`config.mk`:
```
export PLATFORM = sky130hd
export DESIGN_NAME = ddr2_req_arbiter
export DESIGN_NICKNAME = d
export VERILOG_FILES = /design/src/rtl/ddr2_req_arbiter_pkg.sv /design/src/rtl/ddr2_req_arbiter.sv
export SDC_FILE = /design/constraint.sdc
export NUM_CORES = 1
export LEC_CHECK = 0
export CAP_MARGIN = 20
export CORE_AREA = 2 2 153 155
export CTS_BUF_LIST = sky130_fd_sc_hd__clkbuf_2
export DETAILED_ROUTE_END_ITERATION = 8
export DIE_AREA = 0 0 155 157
export PLACE_DENSITY = 0.44
export SYNTH_ARGS = -nofsm -noshare
export SYNTH_HDL_FRONTEND = slang
export SYNTH_SLANG_ARGS = --single-unit
```
`constraint.sdc`:
```
create_clock -name clk -period 1.6 [get_ports clk]
set_clock_uncertainty 0.1 [all_clocks]
set_input_delay 0.32 -clock clk [delete_from_list [all_inputs] [get_ports clk]]
set_output_delay 0.32 -clock clk [all_outputs]
set_load 0.005 [all_outputs]
```
`src/rtl/ddr2_req_arbiter_pkg.sv`:
```
// Shared types and constants for the DDR2 request arbiter.
// Optional starvation guard is enabled with macro ARB_STARVE_GUARD_EN.
package ddr2_req_arbiter_pkg;

   localparam int ADDR_W = 31;
   localparam int DATA_W = 128;
   localparam int MASK_W = 16;

   localparam logic [2:0] CMD_WRITE = 3'b000;
   localparam logic [2:0] CMD_READ  = 3'b001;

   typedef enum logic [1:0] {
      IDLE    = 2'b00,
      GNT_RD  = 2'b01,
      GNT_WR1 = 2'b10,
      GNT_WR2 = 2'b11
   } arb_state_e;

endpackage

```
`src/rtl/ddr2_req_arbiter.sv`:
```
// Arbitrates a pixel-feeder read client and a frame-fill write client onto the DDR2 FIFOs.
// Define ARB_STARVE_GUARD_EN to force a write grant after STARVE_LIMIT reads while a write waits.
module ddr2_req_arbiter
   import ddr2_req_arbiter_pkg::*;
#(
   parameter int STARVE_LIMIT = 8
) (
   input  logic              clk,
   input  logic              rst,
   input  logic              ff_af_wr_en,
   input  logic [ADDR_W-1:0] ff_af_addr_din,
   input  logic              ff_wdf_wr_en,
   input  logic [DATA_W-1:0] ff_wdf_din,
   input  logic [MASK_W-1:0] ff_wdf_mask_din,
   output logic              ff_af_full,
   output logic              ff_wdf_full,
   input  logic              rd_af_wr_en,
   input  logic [ADDR_W-1:0] rd_af_addr_din,
   output logic              rd_af_full,
   input  logic              af_full,
   input  logic              wdf_full,
   output logic              af_wr_en,
   output logic [ADDR_W-1:0] af_addr_din,
   output logic [2:0]        af_cmd_din,
   output logic              wdf_wr_en,
   output logic [DATA_W-1:0] wdf_din,
   output logic [MASK_W-1:0] wdf_mask_din
);

   arb_state_e state_r;
   logic       rd_take_s;
   logic       wr_joint_s;
   logic       wr_beat2_s;
   logic       force_wr_s;

   assign rd_take_s  = rd_af_wr_en & ~af_full;
   assign wr_joint_s = ff_af_wr_en & ff_wdf_wr_en & ~af_full & ~wdf_full;
   assign wr_beat2_s = ff_wdf_wr_en & ~wdf_full;

`ifdef ARB_STARVE_GUARD_EN
   localparam int CNT_W = $clog2(STARVE_LIMIT + 1);
   logic [CNT_W-1:0] starve_cnt_r;

   assign force_wr_s = ff_af_wr_en & (starve_cnt_r == CNT_W'(STARVE_LIMIT));

   // Count read grants taken while a write is waiting; a write grant resets it.
   always_ff @(posedge clk or posedge rst) begin
      if (rst) begin
         starve_cnt_r <= {CNT_W{1'b0}};
      end else if (state_r == IDLE) begin
         if (force_wr_s || (!rd_af_wr_en && ff_af_wr_en)) begin
            starve_cnt_r <= {CNT_W{1'b0}};
         end else if (rd_af_wr_en && ff_af_wr_en) begin
            starve_cnt_r <= starve_cnt_r + CNT_W'(1);
         end else begin
            starve_cnt_r <= starve_cnt_r;
         end
      end else begin
         starve_cnt_r <= starve_cnt_r;
      end
   end
`else
   logic unused_limit_s;

   assign force_wr_s     = 1'b0;
   assign unused_limit_s = (STARVE_LIMIT > 0);
`endif

   // Grant state machine; a write burst holds the grant until both beats are pushed.
   always_ff @(posedge clk or posedge rst) begin
      if (rst) begin
         state_r <= IDLE;
      end else begin
         case (state_r)
            IDLE: begin
               if (force_wr_s) begin
                  state_r <= GNT_WR1;
               end else if (rd_af_wr_en) begin
                  state_r <= GNT_RD;
               end else if (ff_af_wr_en) begin
                  state_r <= GNT_WR1;
               end else begin
                  state_r <= IDLE;
               end
            end
            GNT_RD:  state_r <= rd_take_s  ? IDLE    : GNT_RD;
            GNT_WR1: state_r <= wr_joint_s ? GNT_WR2 : GNT_WR1;
            GNT_WR2: state_r <= wr_beat2_s ? IDLE    : GNT_WR2;
            default: state_r <= IDLE;
         endcase
      end
   end

   // Route the granted client to the DDR2 FIFOs; ungranted clients see full.
   always_comb begin
      ff_af_full   = 1'b1;
      ff_wdf_full  = 1'b1;
      rd_af_full   = 1'b1;
      af_wr_en     = 1'b0;
      af_addr_din  = {ADDR_W{1'b0}};
      af_cmd_din   = CMD_WRITE;
      wdf_wr_en    = 1'b0;
      wdf_din      = {DATA_W{1'b0}};
      wdf_mask_din = {MASK_W{1'b1}};
      case (state_r)
         GNT_RD: begin
            af_wr_en    = rd_take_s;
            af_addr_din = rd_af_addr_din;
            af_cmd_din  = CMD_READ;
            rd_af_full  = af_full;
         end
         GNT_WR1: begin
            // Address and first beat must go together, so either FIFO full stalls both.
            ff_af_full   = af_full | wdf_full;
            ff_wdf_full  = af_full | wdf_full;
            af_wr_en     = wr_joint_s;
            wdf_wr_en    = wr_joint_s;
            af_addr_din  = ff_af_addr_din;
            wdf_din      = ff_wdf_din;
            wdf_mask_din = wr_joint_s ? ff_wdf_mask_din : {MASK_W{1'b1}};
         end
         GNT_WR2: begin
            ff_wdf_full  = wdf_full;
            wdf_wr_en    = wr_beat2_s;
            wdf_din      = ff_wdf_din;
            wdf_mask_din = wr_beat2_s ? ff_wdf_mask_din : {MASK_W{1'b1}};
         end
         IDLE: begin
            af_wr_en = 1'b0;
         end
         default: begin
            af_wr_en = 1'b0;
         end
      endcase
   end

endmodule
```
# Word-level counts from Yosys, hierarchy flattened
# Index checks and enable logic that the tools add are counted.
[word_totals]
input_bits = 213
n_memories = 0
mem_bits_ro = 0
register_bits = 2
mem_bits_rw = 0
latchBits = 0
out_inout_bits = 183
elab_cells = 31
[op_classes]
order_cmp = 0
multipliers = 0
shifts = 0
div_mod_pow = 0
reduce_logical = 2
n_eq_ne = 3
muxes = 17
bitwise = 8
add_sub_neg = 0
[op_table]
columns = ["cell", "n"]
rows = [
  ["$mux W128", 1],
  ["$pmux W31 S2", 1],
  ["$mux W16", 2],
  ["$pmux W16 S2", 1],
  ["$pmux W2 S4", 1],
  ["$mux W2", 3],
  ["$pmux W1 S2", 3],
  ["$and A1 B1 Y1", 5],
  ["$mux W1", 5],
  ["$eq A2 B2 Y1 const B", 2],
  ["$eq A2 B1 Y1 const B", 1],
  ["$logic_not A2 Y1", 1],
  ["$not A1 Y1", 2],
  ["$reduce_or A2 Y1", 1],
  ["$or A1 B1 Y1", 1],
]

# Depth between registers and ports, before layout
# Gate-level depths: netlist of run 1.
[depth]
word_depth = 5
depth_mapped = 7
ltp_nobuf = 5

# Least setup slack after synthesis of run 1
# OpenSTA, ideal clock, no wires.
[synth_path]
path_kind = "register -> output"
start = "register state_r[0]"
end = "output port wdf_mask_din[10]"
arrival_ns = 1.299
path_buffers = 2
setup_slack_ns = -0.119
path_stages_with_launch = 8
required_ns = 1.180
cell_sequence = "dfrtp_1 inv_1 ha_1 buf_6 nand2b_4 a21oi_4 buf_6 nand2b_1"
[synth_between]
elab_chain_len = 2
elab_cells_between_ends = 3
cone_classes = "2 x eq/ne; 1 x mux"
[synth_rtl]
columns = ["item", "line_no", "source"]
rows = [
  ["from (decl)", "ddr2_req_arbiter.sv:30", "arb_state_e state_r;"],
  ["from (signal assigned)", "ddr2_req_arbiter.sv:86", "GNT_RD: state_r <= rd_take_s ? IDLE : GNT_RD;"],
  ["from (signal assigned)", "ddr2_req_arbiter.sv:87", "GNT_WR1: state_r <= wr_joint_s ? GNT_WR2 : GNT_WR1;"],
  ["from (signal assigned)", "ddr2_req_arbiter.sv:88", "GNT_WR2: state_r <= wr_beat2_s ? IDLE : GNT_WR2;"],
  ["$eq A2 B2 Y1", "ddr2_req_arbiter.sv:105", "case (state_r)"],
  ["$pmux W16 S2 *", "ddr2_req_arbiter.sv:105", ""],
  ["to (decl)", "ddr2_req_arbiter.sv:27", "output logic [MASK_W-1:0] wdf_mask_din"],
]
# Mark *: on every way between the ends. The rest lies on a longest branch, timed or not.

# Worst setup path after layout of run 1
[layout_path]
start = "register state_r[0]"
end = "output port wdf_din[86]"
[layout_between]
elab_chain_len = 3
elab_cells_between_ends = 4
cone_classes = "2 x eq/ne; 1 x mux; 1 x reduce/logical"
[layout_rtl]
columns = ["item", "line_no", "source"]
rows = [
  ["$eq A2 B2 Y1", "ddr2_req_arbiter.sv:105", ""],
  ["$reduce_or A2 Y1 (no line) *", "-", ""],
  ["$mux W128 *", "ddr2_req_arbiter.sv:105", ""],
  ["to (decl)", "ddr2_req_arbiter.sv:26", "output logic [DATA_W-1:0] wdf_din,"],
]
# Marks and branches as above.

==> key figures, run 1 <==
Synthesis
  • Count of yosys warnings during synthesis: 0
  • Unique cell type count in the Yosys netlist: 24
  • Sequential element share of the synthesized area: 2.84%
  • Proportion of synthesized area in mux cells: 0%
  • Syn avg cell area: 6.64 µm²
  • Combinational family with the most area after synthesis: simple AND/OR/NAND/NOR gates
  • Fraction of the mapped netlist area in compound gates: 16.7%
  • Synthesized instance count: 265
  • Synthesized-area fraction occupied by and/or/nand/nor cells: 67.5%
  • #FFs+latches synth: 2
  • Post-synthesis share of cell area spent on xor and xnor gates: 0%
  • Area of the mapped netlist: 1760 µm²
  • Share of synthesized cell area in full adder, half adder and majority cells: 2.84%

GRT
  • Largest net degree at the start of global routing: 27
  • Number of antenna violations at the first check in global routing: 1
  • First-pass GRT wire length: 21800 µm
  • Total grt overflow: 0
  • Global-route usage over all layers: 11.5%
  • Number of global-route vias before repair: 3523

Final layout
  • Highest-count cells in the layout ignoring fill and taps: sky130_fd_sc_hd__clkdlybuf4s50_1, sky130_fd_sc_hd__nor2b_1, sky130_fd_sc_hd__clkbuf_2, sky130_fd_sc_hd__nor2b_2, sky130_fd_sc_hd__buf_2
  • Final net count: 921
  • Core Util, Final: 30.6%
  • Top flop regs: state_r (2)
  • Fraction of final layout cells with drive strength greater than 1: 41.5%
  • Number of flip-flops in the largest register: 2
  • Most common cell after layout, fill and taps aside: sky130_fd_sc_hd__clkdlybuf4s50_1
  • Area growth from synthesis to layout: 291%
  • Non-filler instance count after layout: 987
  • Antenna Diode Count: 0
  • Most flop-heavy register: state_r

STA
  • Unrepaired setup endpoints after global routing: yes
  • Worst Slack Setup Final: -0.697 ns
  • Final hold viol count: 0
  • Max-slew violation count: 0
  • Final-report setup violation count: 182
  • Crit share post-route: 144%
  • Highest clock frequency the design can meet: 435 MHz
  • Total negative setup slack: -88.58 ns
  • Period minus WS final: 2.30 ns

Status
  • Status: finished, violations left
  • Violations in the final reports: negative setup slack

Critical path
  • Series of cell instances along the critical path: buf_4 > ha_4 > nor2_4 > buf_12 > buf_6 > nor2b_1 > clkdlybuf4s50_1
  • Critical path startpoint category: flip-flop
  • Launching element of the worst setup path: state_r[0]
  • Critical path data required time: 1.18 ns
  • Critical-path cell with the highest stage delay: sky130_fd_sc_hd__clkdlybuf4s50_1
  • Number of cell instances on the worst register-to-register path: 9
  • Crit path DAT: 1.88 ns
  • Type of destination of the critical path: output pin
  • Maximum fanout encountered on the critical timing path: 13
  • Crit path to: wdf_din[86]
  • Critical setup path kind: reg -> out
  • Max incr delay on CP: 0.46 ns
  • R2r startpoint: state_r[0]
  • Reg-to-reg setup timing slack: -0.13 ns
  • Capturing point of the worst reg2reg path: state_r[1]

Clock tree
  • Clock root buffer master: sky130_fd_sc_hd__clkbuf_2
  • Clock buffer depth: 2
  • Hold-fix buffers at CTS: 0
  • Source-to-sink clock delay at the later pin of the worst-skew pair: 0.19 ns
  • TritonCTS Buffers: 3
  • CTS H-Tree Depth: 1
  • Clock-pin slew reported for the worst setup and hold paths after clock tree synthesis: 0.03 ns
  • TritonCTS clock tree: done
  • Clock sink count: 2

Power
  • Pwr Density: 1270 nW/µm²
  • Leakage power: 3.04 nW
  • Worst IR drop on VDD: 794 µV
  • Total power of the final layout: 8.75 mW

Flow run
  • Max capacitance violation total: 0

Place
  • Detailed Place HPWL: 12300 µm
  • DP Cell Count: 939
  • Place WS: -0.724 ns
  • Global placer's final weighted congestion: 0.851
  • Number of buffers inserted by port buffering: 393

Worst hold path
  • Min-delay worst type: in -> async

Die
  • Vert. Die Dim: 157 µm
  • Rows: 55
  • Die X: 155 µm
  • Die area: 24300 µm²
  • Number of primary I/O pins: 396
  • Starting density of the core: 7.82%
  • Area of the core: 22500 µm²

Route
  • Initial detailed-routing violation count: 57
  • Via-per-instance ratio: 3.57
  • Pre-Repair DR Iteration Count: 4
  • Overall via count from detail_route: 3519
  • Residual antenna-violating net count after detailed routing: 0
  • Post-DR wirelength/cell: 16.1 µm
  • Total Routed Length: 15900 µm
  • DRC viols: 0
==> cells in the mapped netlist <==
library cell / instances / area share, %
sky130_fd_sc_hd__inv_1: 5 / 1.1
sky130_fd_sc_hd__nor2_2: 1 / 0.36
sky130_fd_sc_hd__or2_1: 1 / 0.36
sky130_fd_sc_hd__nand3b_1: 2 / 0.85
sky130_fd_sc_hd__dfrtp_1: 2 / 2.8
sky130_fd_sc_hd__nor2_1: 1 / 0.21
sky130_fd_sc_hd__conb_1: 1 / 0.21
sky130_fd_sc_hd__or3b_2: 1 / 0.50
sky130_fd_sc_hd__buf_2: 19 / 5.4
sky130_fd_sc_hd__a211o_1: 1 / 0.50
sky130_fd_sc_hd__o21ai_0: 1 / 0.28
sky130_fd_sc_hd__a21oi_1: 2 / 0.57
sky130_fd_sc_hd__a21boi_1: 1 / 0.43
sky130_fd_sc_hd__a22oi_1: 32 / 14
sky130_fd_sc_hd__a31oi_1: 1 / 0.36
sky130_fd_sc_hd__nand2b_4: 1 / 0.78
sky130_fd_sc_hd__buf_6: 2 / 1.3
sky130_fd_sc_hd__a21oi_4: 1 / 0.92
sky130_fd_sc_hd__nand2b_1: 19 / 6.8
sky130_fd_sc_hd__nand3b_4: 1 / 1.1
sky130_fd_sc_hd__nor2b_1: 159 / 57
sky130_fd_sc_hd__clkbuf_1: 4 / 0.85
sky130_fd_sc_hd__buf_4: 3 / 1.3
sky130_fd_sc_hd__ha_1: 4 / 2.8
==> layer usage <==
layer  vias to the layer above  wire length [µm]  share of wire, %  GRT usage, %
li1                       1721                 -                 -             -
met1                      1607              5800                37          13.1
met2                       181              8800                55          22.5
met3                         8              1210               7.6          2.53
met4                         2                76              0.48          1.15
met5                         -                12             0.075             0
==> worst max-delay path: cells and delay by family (launching register included) <==
kind                     cells  cell delay (ns)
AND/OR/NAND/NOR              2             0.15
flip-flops                   1             0.40
buffers and inverters        4             0.96
adder cells (fa/ha/maj)      1             0.16
==> timing repair <==
item                       CTS  global route
resized for setup          268           212
pin swaps                    7            10
gates cloned                 7             0
setup buffers               21            20
setup endpoints to repair  181           182
==> power breakdown <==
group          leakage, nW  internal (mW)  switching [mW]
sequential          0.0235         0.0788          0.0325
combinational         3.00           5.08            3.48
clock               0.0125         0.0499          0.0282
total                 3.04           5.21            3.54
==> cell type report <==
cell class	instances	area (µm²)
clock buffers	3	15.0
fillers	2429	15600
multi-input cells	231	2000
inverters	5	18.8
flip-flops and latches	2	51.3
repair buffers	461	4440
well taps	285	357
==> worst min path at each step <==
stage	from	end	slack, ns	cells after the start
2_1_floorplan	rst	state_r[0]	-0.04	1
3_3_place_gp	rst	state_r[1]	0.38	2
3_5_place_dp	rst	state_r[1]	0.38	2
4_1_cts	rst	state_r[0]	0.17	2
5_1_grt	rst	state_r[1]	0.20	2
6_report	rst	state_r[1]	0.18	2
==> metrics by stage <==
stage,area [µm²],hold slack (ns)
floorplan,1960,-0.0388
global route,6890,0.196
detailed placement,6290,0.376
finish,6890,0.179
global placement,6290,0.381
CTS,6750,0.166
==> cell families after synthesis <==
logic type / Yosys count
AO/OA/AOI/OAI: 39
adder cells (fa/ha/maj): 4
buffers and inverters: 33
flip-flops: 2
other: 1
AND/OR/NAND/NOR: 186
No activity file was read; power rests on OpenSTA's default activity.
==> run 2, diff against run 1 <==
Settings changed: CTS_CLUSTER_DIAMETER set to 200.
==> results of run 2 <==
Final layout, timing and power as in run 1 (identical DEF).
